### src/rtl/snake_body_pkg.sv
// ---------------------------------------------------------------------------
// snake_body_pkg
// Purpose : Shared grid geometry, direction/state encodings and small
//           movement helpers for the snake body controller.
// Contents: grid and buffer constants, dir_e (heading), state_e (controller
//           FSM), neighbour-cell / wall / reversal helper functions.
// ---------------------------------------------------------------------------
package snake_body_pkg;

  // Grid geometry
  localparam int GRID_W    = 40;
  localparam int GRID_H    = 30;
  localparam int X_BITS    = 6;
  localparam int Y_BITS    = 5;

  // Segment buffer
  localparam int MAX_LEN   = 32;
  localparam int LEN_BITS  = 6;
  localparam int START_LEN = 3;
  localparam int START_X   = 20;
  localparam int START_Y   = 15;

  // Typed copies so comparisons stay width-exact
  localparam logic [X_BITS-1:0]   X_LAST    = X_BITS'(GRID_W - 1);
  localparam logic [Y_BITS-1:0]   Y_LAST    = Y_BITS'(GRID_H - 1);
  localparam logic [X_BITS-1:0]   X_START   = X_BITS'(START_X);
  localparam logic [LEN_BITS-1:0] LEN_START = LEN_BITS'(START_LEN);
  localparam logic [LEN_BITS-1:0] LEN_MAX   = LEN_BITS'(MAX_LEN);

  // Heading encoding: opposite directions share the upper bit
  typedef enum logic [1:0] {
    DIR_TOP   = 2'd0,
    DIR_DOWN  = 2'd1,
    DIR_LEFT  = 2'd2,
    DIR_RIGHT = 2'd3
  } dir_e;

  typedef enum logic [1:0] {
    ST_RUN   = 2'd0,
    ST_CHECK = 2'd1,
    ST_DEAD  = 2'd2
  } state_e;

  // True when 'req' points straight back along 'held'
  function automatic logic is_reverse(input dir_e req, input dir_e held);
    logic r;
    r = 1'b0;
    case (held)
      DIR_TOP:   r = (req == DIR_DOWN);
      DIR_DOWN:  r = (req == DIR_TOP);
      DIR_LEFT:  r = (req == DIR_RIGHT);
      DIR_RIGHT: r = (req == DIR_LEFT);
      default:   r = 1'b0;
    endcase
    return r;
  endfunction

  // True when moving from (x,y) in direction d would leave the grid
  function automatic logic hits_wall(input logic [X_BITS-1:0] x,
                                     input logic [Y_BITS-1:0] y,
                                     input dir_e d);
    logic r;
    r = 1'b0;
    case (d)
      DIR_TOP:   r = (y == '0);
      DIR_DOWN:  r = (y == Y_LAST);
      DIR_LEFT:  r = (x == '0);
      DIR_RIGHT: r = (x == X_LAST);
      default:   r = 1'b0;
    endcase
    return r;
  endfunction

  // Neighbour x; only meaningful when hits_wall() is false
  function automatic logic [X_BITS-1:0] step_x(input logic [X_BITS-1:0] x,
                                               input dir_e d);
    logic [X_BITS-1:0] r;
    r = x;
    if (d == DIR_LEFT)  r = x - X_BITS'(1);
    if (d == DIR_RIGHT) r = x + X_BITS'(1);
    return r;
  endfunction

  // Neighbour y; y grows downwards
  function automatic logic [Y_BITS-1:0] step_y(input logic [Y_BITS-1:0] y,
                                               input dir_e d);
    logic [Y_BITS-1:0] r;
    r = y;
    if (d == DIR_TOP)  r = y - Y_BITS'(1);
    if (d == DIR_DOWN) r = y + Y_BITS'(1);
    return r;
  endfunction

endpackage

### src/rtl/snake_body_ctrl_seg_match.sv
// ---------------------------------------------------------------------------
// snake_seg_match
// Purpose : Parallel MAX_LEN-way comparator. Reports whether (cell_x,cell_y)
//           equals any live segment, i.e. any index below 'len'. Index 0
//           (the head) can be excluded for the self-collision check.
// Ports   : seg_x/seg_y  segment buffer, index 0 = head
//           len          number of live segments
//           cell_x/y     coordinate under test
//           hit          combinational match result
// ---------------------------------------------------------------------------
module snake_seg_match
  import snake_body_pkg::*;
#(
  parameter bit SKIP_HEAD = 1'b0
) (
  input  logic [MAX_LEN-1:0][X_BITS-1:0] seg_x,
  input  logic [MAX_LEN-1:0][Y_BITS-1:0] seg_y,
  input  logic [LEN_BITS-1:0]            len,
  input  logic [X_BITS-1:0]              cell_x,
  input  logic [Y_BITS-1:0]              cell_y,
  output logic                           hit
);

  logic [MAX_LEN-1:0] match;

  for (genvar gi = 0; gi < MAX_LEN; gi++) begin : g_cmp
    localparam logic [LEN_BITS-1:0] IDX = LEN_BITS'(gi);
    if (SKIP_HEAD && gi == 0) begin : g_skip
      assign match[gi] = 1'b0;
    end else begin : g_live
      // Entries at or beyond 'len' are stale shift residue and never count
      assign match[gi] = (IDX < len) && (seg_x[gi] == cell_x) && (seg_y[gi] == cell_y);
    end
  end

  assign hit = |match;

endmodule

### src/rtl/snake_body_ctrl.sv
// ---------------------------------------------------------------------------
// snake_body_ctrl
// Purpose : Advances the snake one cell per 'step' tick along the debounced
//           heading, keeps the body in a shifting segment buffer, handles
//           growth, detects wall and self collisions, and answers per-cell
//           occupancy queries for the draw stage with one cycle of latency.
// Ports   : clk, rst_n            clock, asynchronous active-low reset
//           direction            requested heading (dir_e encoding)
//           step                 one-cycle move tick (period >= 3 cycles)
//           grow                 one-cycle food-eaten pulse
//           restart              one-cycle synchronous re-init, top priority
//           query_x/query_y      cell to test
//           query_hit/query_head registered: cell holds a live segment / head
//           head_x/head_y        current head cell
//           length               current length
//           moved                one-cycle pulse after a collision-free step
//           dead                 sticky game-over flag
// ---------------------------------------------------------------------------
module snake_body_ctrl
  import snake_body_pkg::*;
(
  input  logic                clk,
  input  logic                rst_n,
  input  logic [1:0]          direction,
  input  logic                step,
  input  logic                grow,
  input  logic                restart,
  input  logic [X_BITS-1:0]   query_x,
  input  logic [Y_BITS-1:0]   query_y,
  output logic                query_hit,
  output logic                query_head,
  output logic [X_BITS-1:0]   head_x,
  output logic [Y_BITS-1:0]   head_y,
  output logic [LEN_BITS-1:0] length,
  output logic                moved,
  output logic                dead
);

  // Segment buffer kept in flops: every entry shifts on the same edge
  logic [MAX_LEN-1:0][X_BITS-1:0] seg_x;
  logic [MAX_LEN-1:0][Y_BITS-1:0] seg_y;
  logic [LEN_BITS-1:0]            length_reg;
  dir_e                           heading;
  logic                           grow_pend;
  state_e                         state;

  // Initial body: a vertical column hanging below the start cell.
  // Entries past START_LEN only ever become live by shifting in real
  // segments, so their wrapped y values are irrelevant.
  logic [MAX_LEN-1:0][X_BITS-1:0] init_x;
  logic [MAX_LEN-1:0][Y_BITS-1:0] init_y;

  for (genvar gi = 0; gi < MAX_LEN; gi++) begin : g_init
    assign init_x[gi] = X_START;
    assign init_y[gi] = Y_BITS'(START_Y + gi);
  end

  // Move decode from the current head
  dir_e              req_dir;
  dir_e              new_dir;
  logic              wall;
  logic [X_BITS-1:0] next_x;
  logic [Y_BITS-1:0] next_y;

  always_comb begin
    req_dir = dir_e'(direction);
    new_dir = is_reverse(req_dir, heading) ? heading : req_dir;
    wall    = hits_wall(seg_x[0], seg_y[0], new_dir);
    next_x  = step_x(seg_x[0], new_dir);
    next_y  = step_y(seg_y[0], new_dir);
  end

  // Self-collision: the freshly written head against the rest of the
  // already-shifted body, so a vacated tail cell is never matched.
  logic self_hit;

  snake_seg_match #(.SKIP_HEAD(1'b1)) u_self_match (
    .seg_x  (seg_x),
    .seg_y  (seg_y),
    .len    (length_reg),
    .cell_x (seg_x[0]),
    .cell_y (seg_y[0]),
    .hit    (self_hit)
  );

  // Draw-stage occupancy query against the pre-edge buffer
  logic query_match;

  snake_seg_match #(.SKIP_HEAD(1'b0)) u_query_match (
    .seg_x  (seg_x),
    .seg_y  (seg_y),
    .len    (length_reg),
    .cell_x (query_x),
    .cell_y (query_y),
    .hit    (query_match)
  );

  always_ff @(posedge clk or negedge rst_n) begin
    if (!rst_n) begin
      seg_x      <= init_x;
      seg_y      <= init_y;
      length_reg <= LEN_START;
      heading    <= DIR_TOP;
      grow_pend  <= 1'b0;
      state      <= ST_RUN;
      moved      <= 1'b0;
      dead       <= 1'b0;
      query_hit  <= 1'b0;
      query_head <= 1'b0;
    end else if (restart) begin
      seg_x      <= init_x;
      seg_y      <= init_y;
      length_reg <= LEN_START;
      heading    <= DIR_TOP;
      grow_pend  <= 1'b0;
      state      <= ST_RUN;
      moved      <= 1'b0;
      dead       <= 1'b0;
      query_hit  <= 1'b0;
      query_head <= 1'b0;
    end else begin
      moved      <= 1'b0;
      query_hit  <= query_match;
      query_head <= (query_x == seg_x[0]) && (query_y == seg_y[0]);

      case (state)
        ST_RUN: begin
          if (grow) begin
            grow_pend <= 1'b1;
          end
          if (step) begin
            heading <= new_dir;
            if (wall) begin
              // Body stays where it was; only the flag and state change
              state <= ST_DEAD;
              dead  <= 1'b1;
            end else begin
              seg_x <= {seg_x[MAX_LEN-2:0], next_x};
              seg_y <= {seg_y[MAX_LEN-2:0], next_y};
              if (grow_pend) begin
                // Growth at full length is consumed but dropped
                if (length_reg != LEN_MAX) begin
                  length_reg <= length_reg + LEN_BITS'(1);
                end
                // A pulse landing on this very edge still counts
                grow_pend <= grow;
              end
              state <= ST_CHECK;
            end
          end
        end

        ST_CHECK: begin
          if (grow) begin
            grow_pend <= 1'b1;
          end
          if (self_hit) begin
            state <= ST_DEAD;
            dead  <= 1'b1;
          end else begin
            state <= ST_RUN;
            moved <= 1'b1;
          end
        end

        default: begin
          // ST_DEAD: hold everything until restart or reset
        end
      endcase
    end
  end

  assign head_x = seg_x[0];
  assign head_y = seg_y[0];
  assign length = length_reg;

endmodule

### config.mk
export PLATFORM = sky130hd
export DESIGN_NAME = snake_body_ctrl
export DESIGN_NICKNAME = d
export VERILOG_FILES = /design/src/rtl/snake_body_pkg.sv /design/src/rtl/snake_body_ctrl_seg_match.sv /design/src/rtl/snake_body_ctrl.sv
export SDC_FILE = /design/constraint.sdc
export NUM_CORES = 1
export LEC_CHECK = 0
export ABC_CLOCK_PERIOD_IN_PS = 4300
export CORE_MARGIN = 5
export CORE_UTILIZATION = 60
export DETAILED_ROUTE_END_ITERATION = 8
export PLACE_DENSITY = 0.76
export SYNTH_ARGS = -nofsm -noshare
export SYNTH_HDL_FRONTEND = slang
export SYNTH_SLANG_ARGS = --single-unit
### constraint.sdc
create_clock -name clk -period 4.3 [get_ports clk]
set_clock_uncertainty 0.1 [all_clocks]
set_input_delay 0.86 -clock clk [delete_from_list [all_inputs] [get_ports clk]]
set_output_delay 0.86 -clock clk [all_outputs]
set_load 0.01 [all_outputs]
# Word-level counts from Yosys, hierarchy flattened
# Cells that the tools add are included.
# totals
inputBits	18
ff_bits	367
rom_bits	0
output_inout_bits	21
ramBits	0
mem_count	0
wordCells	448
latchBits	0
# classes
n_div	0
eq_ne	145
n_mul	0
n_reduce_logical	149
muxes	45
n_lt_le_gt_ge	32
n_shift	0
addsub	5
n_bitwise	0
# ops
operator	n
two-way mux 192 bit	4
two-way mux 160 bit	4
equality test 6 bit	64
equality test 5 bit	64
logical AND 1 bit	127
< comparator 5 x 6 -> 1 bit (first input constant)	16
< comparator 4 x 6 -> 1 bit (first input constant)	8
two-way mux 6 bit	8
OR reduction 32 bit	1
OR reduction 31 bit	1
< comparator 3 x 6 -> 1 bit (first input constant)	4
two-way mux 2 bit	8
two-way mux 1 bit	14
adder 6 x 1 -> 6 bit (second input constant)	2
equality test 2 bit (second input constant)	6
< comparator 1 x 6 -> 1 bit (first input constant)	2
< comparator 2 x 6 -> 1 bit (first input constant)	2
AND reduction 4 bit	3
two-way mux 5 bit	2
inequality test 3 bit (second input constant)	3
nonzero test 3 bit	3
equality test 2 x 1 -> 1 bit (second input constant)	4
logical NOT 2 bit	4
one-hot mux 1 bit (4 select lines)	2
15 further kinds	20

# Depth between registers and ports, before layout
# Gate-level depths: netlist of the first run.
# depth
ltp_word	10
ltp_mapped	11
depth_no_buf	11

# By module
# A second synthesis of the first run with hierarchy kept.
# hier_totals
cells_unflattened	2512
hier_area_um2	24989.0
# modules_own_cells
mod	cells_per_inst	seq_area_each_um2	instances	area_per_inst_um2
snake_body_ctrl	1380	9366.5	1	16025.4
snake_seg_match (u_query_match)	573	0.0	1	4520.6
snake_seg_match (u_self_match)	559	0.0	1	4443.0

# Worst setup path after synthesis of the first run
# No wires, ideal clock.
# synth_timing
kind	input to register
startpoint	in direction[1]
endpoint	reg seg_x, in the netlist head_x[5]
setup_slack_ns	1.056
required_time_ns	4.122
path_buffers	0
setup_time_ns	0.078
arrival_ns	3.066
path_stages	11
path_cell_list	xnor2_1 > mux2i_2 > nand2b_1 > ha_1 > a21o_1 > a21oi_1 > o21bai_1 > a21oi_1 > xor2_1 > or3_1 > a21oi_1
# synth_via
elab_chain_cells	9
word_cells_on_any_way	19
classes_between	7 x eq/ne; 8 x mux; 4 x reduce/logical
# synth_rtl
element	line_no	text
start: declaration	snake_body_ctrl.sv:24	input logic [1:0] direction,
equality test 2 bit (tied with other cells)	snake_body_pkg.sv:52	DIR_RIGHT: r = (req == DIR_LEFT);
one-hot mux 1 bit (4 select lines)	snake_body_pkg.sv:48	case (held)
two-way mux 2 bit *	snake_body_ctrl.sv:67	new_dir = is_reverse(req_dir, heading) ? heading : req_dir;
equality test 2 bit	snake_body_pkg.sv:64, snake_body_pkg.sv:80	
two-way mux 6 bit	snake_body_pkg.sv:80	if (d == DIR_RIGHT) r = x + X_BITS'(1);
two-way mux 192 bit	snake_body_ctrl.sv:133	if (wall) begin
two-way mux 192 bit	snake_body_ctrl.sv:131	if (step) begin
two-way mux 192 bit	snake_body_ctrl.sv:126	case (state)
two-way mux 192 bit	snake_body_ctrl.sv:110	end else if (restart) begin
end signal: assignment	snake_body_ctrl.sv:100	seg_x <= init_x;
end signal: assignment	snake_body_ctrl.sv:111	seg_x <= init_x;
end signal: assignment	snake_body_ctrl.sv:138	seg_x <= {seg_x[MAX_LEN-2:0], next_x};
end: declaration	snake_body_ctrl.sv:40	logic [MAX_LEN-1:0][X_BITS-1:0] seg_x;
# Every way passes the cells marked *; elsewhere a longest branch is shown, timed or not. The select of a mux whose other input is x is not followed.
# A chain may end at the register's enable or synchronous reset.

# Final worst setup path of the first run
# layout_timing
startpoint	reg seg_x, in the netlist head_x[2]
endpoint	reg seg_y[22] (netlist bit)
# layout_via
elab_chain_cells	4
word_cells_on_any_way	5
classes_between	2 x eq/ne; 1 x mux; 2 x reduce/logical
# layout_rtl
element	line_no	text
equality test 6 bit or logical NOT 6 bit (tied branches)	snake_body_pkg.sv:68, snake_body_pkg.sv:67	
one-hot mux 1 bit (4 select lines) *	snake_body_pkg.sv:64	case (d)
inequality test 2 bit (no line) *	-	
AND reduction 3 bit (no line) *	-	
end signal: assignment	snake_body_ctrl.sv:101	seg_y <= init_y;
end signal: assignment	snake_body_ctrl.sv:112	seg_y <= init_y;
end signal: assignment	snake_body_ctrl.sv:139	seg_y <= {seg_y[MAX_LEN-2:0], next_y};
end: declaration	snake_body_ctrl.sv:41	logic [MAX_LEN-1:0][Y_BITS-1:0] seg_y;
# Every way passes the cells marked *; elsewhere a longest branch is shown, timed or not.

==> results of run 1 <==
[worst max-delay path by stage]
| stage | endpoint |
|---|---|
| detailed placement | seg_x[23] |
| floorplan | head_x[5] |
| global placement | seg_x[55] |
| CTS | seg_x[23] |
| global route | seg_y[12] |
| finish | seg_y[22] |
[cells by family after synthesis]
| kind of cell | Yosys count |
|---|---|
| flip-flops | 367 |
| multiplexers | 5 |
| XOR/XNOR | 709 |
| AND/OR/NAND/NOR | 1142 |
| buffers and inverters | 236 |
| AO/OA/AOI/OAI | 274 |
| adder cells (fa/ha/maj) | 12 |
[layout make-up]
type	instances	share of cell area
multi-input cells	2142	0.504
flip-flops and latches	367	0.362
repair buffers	153	0.0565
clock buffers	62	0.0458
well taps	518	0.0251
clock inverters	10	0.00421
inverters	11	0.00169
diodes	2	0.000193
[critical path: stages (launching register included)]
cell and delay (ns):
dfstp_2 1.21, nand2_1 0.11, nor3_1 0.28, mux2i_1 0.23, o221ai_4 0.56, buf_4 0.79
nand2_1 0.14, a21oi_1 0.18
[placed cells by master, fill, tap and decap left out, types with 8 or more instances in the layout]
cell	n
nor2_1	22
clkdlybuf4s50_1	25
inv_1	10
nand4_1	107
buf_2	11
clkbuf_1	13
nor3_1	23
nand2_1	700
dfstp_2	146
buf_12	21
ha_1	10
a31oi_1	10
a21oi_1	229
xnor2_1	518
clkbuf_8	8
dfrtp_1	216
nor4_1	87
xor2_1	191
nand3_1	178
clkbuf_16	41
buf_4	93
[repair_timing]
action / CTS / global route
hold endpoints to repair: 3 / 0
endpoints found under the setup margin: 0 / 0
hold buffers: 1 / 0
[power by group through the flow]
stage	clock [mW]	sequential, mW	combinational [mW]
after floorplan	0	4.04	1.59
after global placement	0	4.24	2.00
after detailed placement	0	4.25	2.07
after CTS	3.51	4.20	2.08
after global routing	3.68	4.23	2.29
final	3.48	4.22	2.11
[routing by layer]
layer,vias to the layer above,GRT usage
li1,8977,-
met1,10100,0.457
met2,1186,0.526
met3,367,0.0970
met4,0,0.182
met5,-,0
[metrics by stage]
stage | cell area [um^2] | hold WS [ns]
2_1_floorplan | 23500 | 0.374
3_3_place_gp | 24600 | 0.374
3_5_place_dp | 24600 | 0.387
4_1_cts | 25900 | 0.402
5_1_grt | 25900 | 0.426
6_report | 25900 | 0.395
==> results.md, run 1 <==
- Status: finished clean
- Starting Density: 0.607
- # H-tree levels: 2
- Critical path fanouts, max: 89
- Final ANT Viol Nets: 0
- Register Area: 9370 um^2
- Synth area leaders: dfrtp_1 24%, xnor2_1 19%, dfstp_2 16%
- Routed WL: 76.8 mm
- Critical path origin: head_x[2]
- Multiplexer share of the synthesized area: 0.00229
- Synth area leader: dfrtp_1
- Mean Syn Cell Area: 8.56 um^2
- Pwr dens: roughly 380 nW/um^2
- Largest Register: seg_x
- IO buf count: 38
- Most common cell in the netlist: nand2_1
- Pre-CTS setup slack: 0.0923 ns
- Die Ht: between 200 and 250 um
- Post-DP HPWL: 51.2 mm
- DIE AREA: approximately 43000 um^2
- Final hold vios: 0
- Die Width: 208 um
- Clk slew on worst S/H paths: approximately 0.06 ns
- Clock Power Share: 0.355
- Hold_sp: dead
- Cell-internal power: about 6.7 mW
- Post-synth cell types: 51
- VDD IR max: 0.290 mV
- Setup CP Type: register to register
- CTS Root Cell: clkbuf_16
- Post-synthesis xor/xnor area fraction: 0.264
- Endpoint class of the critical path: register
- Post-CTS Setup Bufs: 0
- NetSw: 3.13 mW
- Fmax: between 0.2 and 0.3 GHz
- Layout area overhead: 10.0%
- Clock Path Buffers: 3
- Critical R2R Capture: seg_y[22]
- Ports: 39
- Comb power frac: 0.215
- Worst reg2reg path depth: 7
- Tmin final: 3.74 ns
- First-pass GRT wire length: 120 mm
- Multi-input logic area: 13000 um^2
- Final setup fails: 0
- Seq/Total Area, Yosys: 0.398
- Post-synthesis simple-gate area fraction: 0.217
- Overall Global Routing Usage: 0.347
- Max Cap Viol: 0
- Part of the cycle the worst path needs: 0.870
- Static leakage: 10.2 nW
- Core Box Area: 38700 um^2
- Rel. slew slack: 0.262
- Net Sw Frac: 0.319
- Share of layout cells above drive strength 1: 0.127
- CTS Sinks: 367
- Top cells by count, synth: 700 x nand2_1, 518 x xnor2_1, 229 x a21oi_1
- Top_reg_cell synth: dfrtp_1
- Clock Latency Late Sink: 0.57 ns
- Post-synth EDFFs: 0
- Synthesized cell area: 23500 um^2
- Synth Instances: 2745
- Largest registers: seg_x: 186 flops, seg_y: 155 flops
- Initial antenna violation count: 1
- Flop pwr share: 0.430
- Post-CTS sizing: 0
- Fin nets: 2746
- GP Congestion: 0.995
- YS warnings: 0
- Rows: 72
- Largest net degree at the start of global routing: 158
- Post-synthesis compound-gate area fraction: 0.0633
- Filler Cell Count: 3106
- Routed via count: 20.6k
- Worst-Margin Slew: 1.11 ns
- Hold Path Depth: 1
- Met3 wire len: ~8.7 mm
- Yosys top cell area share: 0.235
- Adder-Cell Fraction of Synth Area: 0.00703
- Ys async rst share: 1.00
- Max FFs per register: 186
- Hold Path Sink: dead
- Post-route DRC violation count: 0
- CTS tree: built
- Total CTS buffers: 41
- Critical path data arrival time: 4.12 ns
- Setup TNS: 0 ns
- Count of pins over their slew limit: 0
- First drt pass iteration count: 6
- Via/cell ratio: around 6.3
- Total Power: 9.81 mW
- Reg-to-Reg Start: head_x[2]
- Synthesis-stage register bit count: 367
- Placed Instances: about 3.2k
- Hold crit path type: register to register
- Met1 wire length: 29.5 mm
- Internal reg-to-reg setup slack: between 0.5 and 0.6 ns
- Top Metal Used: met4
- Unrepaired setup endpoints after global routing: no
- Syn nets: between 2k and 3k
- Largest family of logic cells by synthesized area: XOR/XNOR gates
- Worst setup margin: around 0.56 ns
- GRT overflow: 0
- Crit path launch type: register
- Fin util: 0.668
- Wire per inst: 23.5 um
- Vias in the first global route: 20.5k
- WL met2: 33.7 mm
- Post-Layout Cell Count: 3265
- CP Data Required Time: 4.68 ns
- Detailed Route Iter0 Violations: 2433
Note: power is estimated with default switching activity, not from simulation.
==> inputs of run 2 (changes only) <==
CTS_BUF_LIST = sky130_fd_sc_hd__clkbuf_4   (was unset)
==> run 2 against run 1 <==
Effect of this change:
- cell area rose by 0.41%
- worst hold slack got worse by 0.074 ns
- register-to-register slack barely moved
- sequential share of layout area fell by 0.15 points
- total power fell by 0.26%
- largest cell class unchanged
- sequential power barely moved
- non-clock buffer count did not move
- largest power group unchanged
- clock power barely moved
==> results.md, run 2 (synthesized netlist as in run 1, its figures left out) <==
- Net Sw Frac: 0.329
- Total CTS buffers: 100
- CTS tree: built
- Clk slew on worst S/H paths: 0.07 ns
- Crit path launch type: register
- First-pass GRT wire length: 121 mm
- CTS Root Cell: clkbuf_4
- Vias in the first global route: 21.0k
- Rel. slew slack: 0.253
- Detailed Route Iter0 Violations: 2642
- Via/cell ratio: around 6.2
- Final setup fails: 0
- Endpoint class of the critical path: primary output
- Core Box Area: 38700 um^2
- Largest registers: seg_x: 186 flops, seg_y: 155 flops
- GRT overflow: 0
- Met3 GRT Util: 0.105
- Post-DP HPWL: 51.2 mm
- NetSw: approximately 3.2 mW
- Flop pwr share: 0.431
- CP cell instances: buf_4, clkdlybuf4s50_1
- Static leakage: 10.4 nW
- Status: finished clean
- Clock Path Buffers: 3
- Starting Density: 0.607
- Critical path's slowest cell: dfstp_2
- Met2 usage: 0.529
- Wire per inst: approximately 23 um
- Die Width: between 200 and 250 um
- Final ANT Viol Nets: 0
- Hold crit path type: input pin to async pin
- Busiest grt layer: met2
- Final hold vios: 0
- Setup TNS: 0 ns
- Commonest non-fill, non-tap cells in the layout: 700 x nand2_1, 518 x xnor2_1, 229 x a21oi_1
- Die Ht: between 200 and 250 um
- Worst-Margin Slew: 1.12 ns
- Setup CP Type: register to primary output
- Post-route DRC violation count: 0
- Initial antenna violation count: 2
- CTS Sinks: 367
- Filler Cell Count: roughly 3.1k
- GP Congestion: 0.995
- GR Layer Usage met1: 0.454
- Share of layout cells above drive strength 1: 0.160
- IO buf count: 38
- Worst path max stage delay: 1.21 ns
- Post-CTS Setup Bufs: 0
- Clock Latency Late Sink: 0.86 ns
- Fin nets: 2805
- Post-CTS sizing: 0
- Cell-internal power: 6.56 mW
- Leading cell type in the layout, fill and taps excluded: nand2_1
- Hold_ws: 0.321 ns
- Comb power frac: 0.215
- # H-tree levels: 3
- Clock Power Share: 0.354
- Routed WL: approximately 77 mm
- Critical path data arrival time: 2.93 ns
- Pwr dens: approximately 380 nW/um^2
- Layout area overhead: 10.5%
- Tmin final: 3.89 ns
- VDD IR max: 0.267 mV
- Critical path fanouts, max: 20
- Largest Register: seg_x
- Ports: 39
- Max FFs per register: roughly 190
- Count of pins over their slew limit: 0
- CP Data Required Time: 3.34 ns
- Rows: 72
- DIE AREA: 43200 um^2
- Part of the cycle the worst path needs: 0.905
- Unrepaired setup endpoints after global routing: no
- First drt pass iteration count: 7
- CP Buf/Inv Count: 2
- Overall Global Routing Usage: 0.351
- Largest net degree at the start of global routing: 158
- Fmax: about 0.26 GHz
- Routed via count: 21.0k
- Family with the most delay on the worst path: flip-flops
- Max Cap Viol: 0
-- run 2: cell count changes in the layout (fill, tap and decap cells not counted), sizes merged --
| cell | change |
|---|---|
| clkbuf | +103 |
| bufinv | +1 |
| inv | +1 |
| clkinv | +12 |
| clkinvlp | -2 |
-- run 2: cell type report --
cell class	count	area, um^2	area share
Timing Repair Buffer	153	1460	0.0562
Clock buffer	165	1240	0.0477
Inverter	11	43.8	0.00169
Multi-Input combinational cell	2142	13000	0.502
Tap cell	518	648	0.0250
Antenna cell	2	5.00	0.000193
Sequential cell	367	9370	0.361
Clock inverter	22	161	0.00621
-- run 2: power by group through the flow --
| stage | Clock [mW] | Sequential, mW | Combinational, mW |
|---|---|---|---|
| 3_3_place_gp | 0 | 4.24 | 2.00 |
| 3_5_place_dp | 0 | 4.25 | 2.07 |
| 6_report | 3.46 | 4.22 | 2.10 |
| 4_1_cts | 3.51 | 4.19 | 2.08 |
| 5_1_grt | 3.71 | 4.23 | 2.29 |
| 2_1_floorplan | 0 | 4.04 | 1.59 |
-- run 2: through the flow --
step / util / area, um^2 / std cells / power, mW / setup slack, ns
floorplan: - / 23500 / 2745 / 5.63 / 1.06
global placement: 0.634 / 24600 / 3190 / 6.25 / 0.210
detailed placement: 0.634 / 24600 / 3190 / 6.32 / 0.0923
CTS: 0.670 / 26000 / 3378 / 9.79 / 0.403
global route: 0.670 / 26000 / 3380 / 10.2 / 0.364
finish: 0.670 / 26000 / 3380 / 9.78 / 0.406
-- run 2: final timing paths --
kind | startpoint | to | slack, ns | cells past startpoint
worst max-delay path | head_x[2] | head_x[2] | 0.41 | 2
max in group asynchronous | rst_n | seg_x[57] | 2.62 | 3
worst min register to register | dead | dead | 0.40 | 1
worst max register to register | head_x[2] | seg_x[54] | 0.56 | 7
worst min-delay path | rst_n | seg_x[115] | 0.32 | 2
min in group clk | restart | seg_y[131] | 0.39 | 2
-- run 2: per-layer routing --
metal / up-vias / share of wire / routed length, um
li1: 9181 / - / -
met1: 10200 / 0.38 / 29400
met2: 1258 / 0.44 / 34200
met3: 359 / 0.12 / 8910
met4: 0 / 0.062 / 4810
met5: - / 0 / 0
-- run 2: timing repair --
action | in CTS | in global routing
hold endpoints to repair | 12 | 0
hold buffers | 1 | 0
setup endpoints to repair | 0 | 0
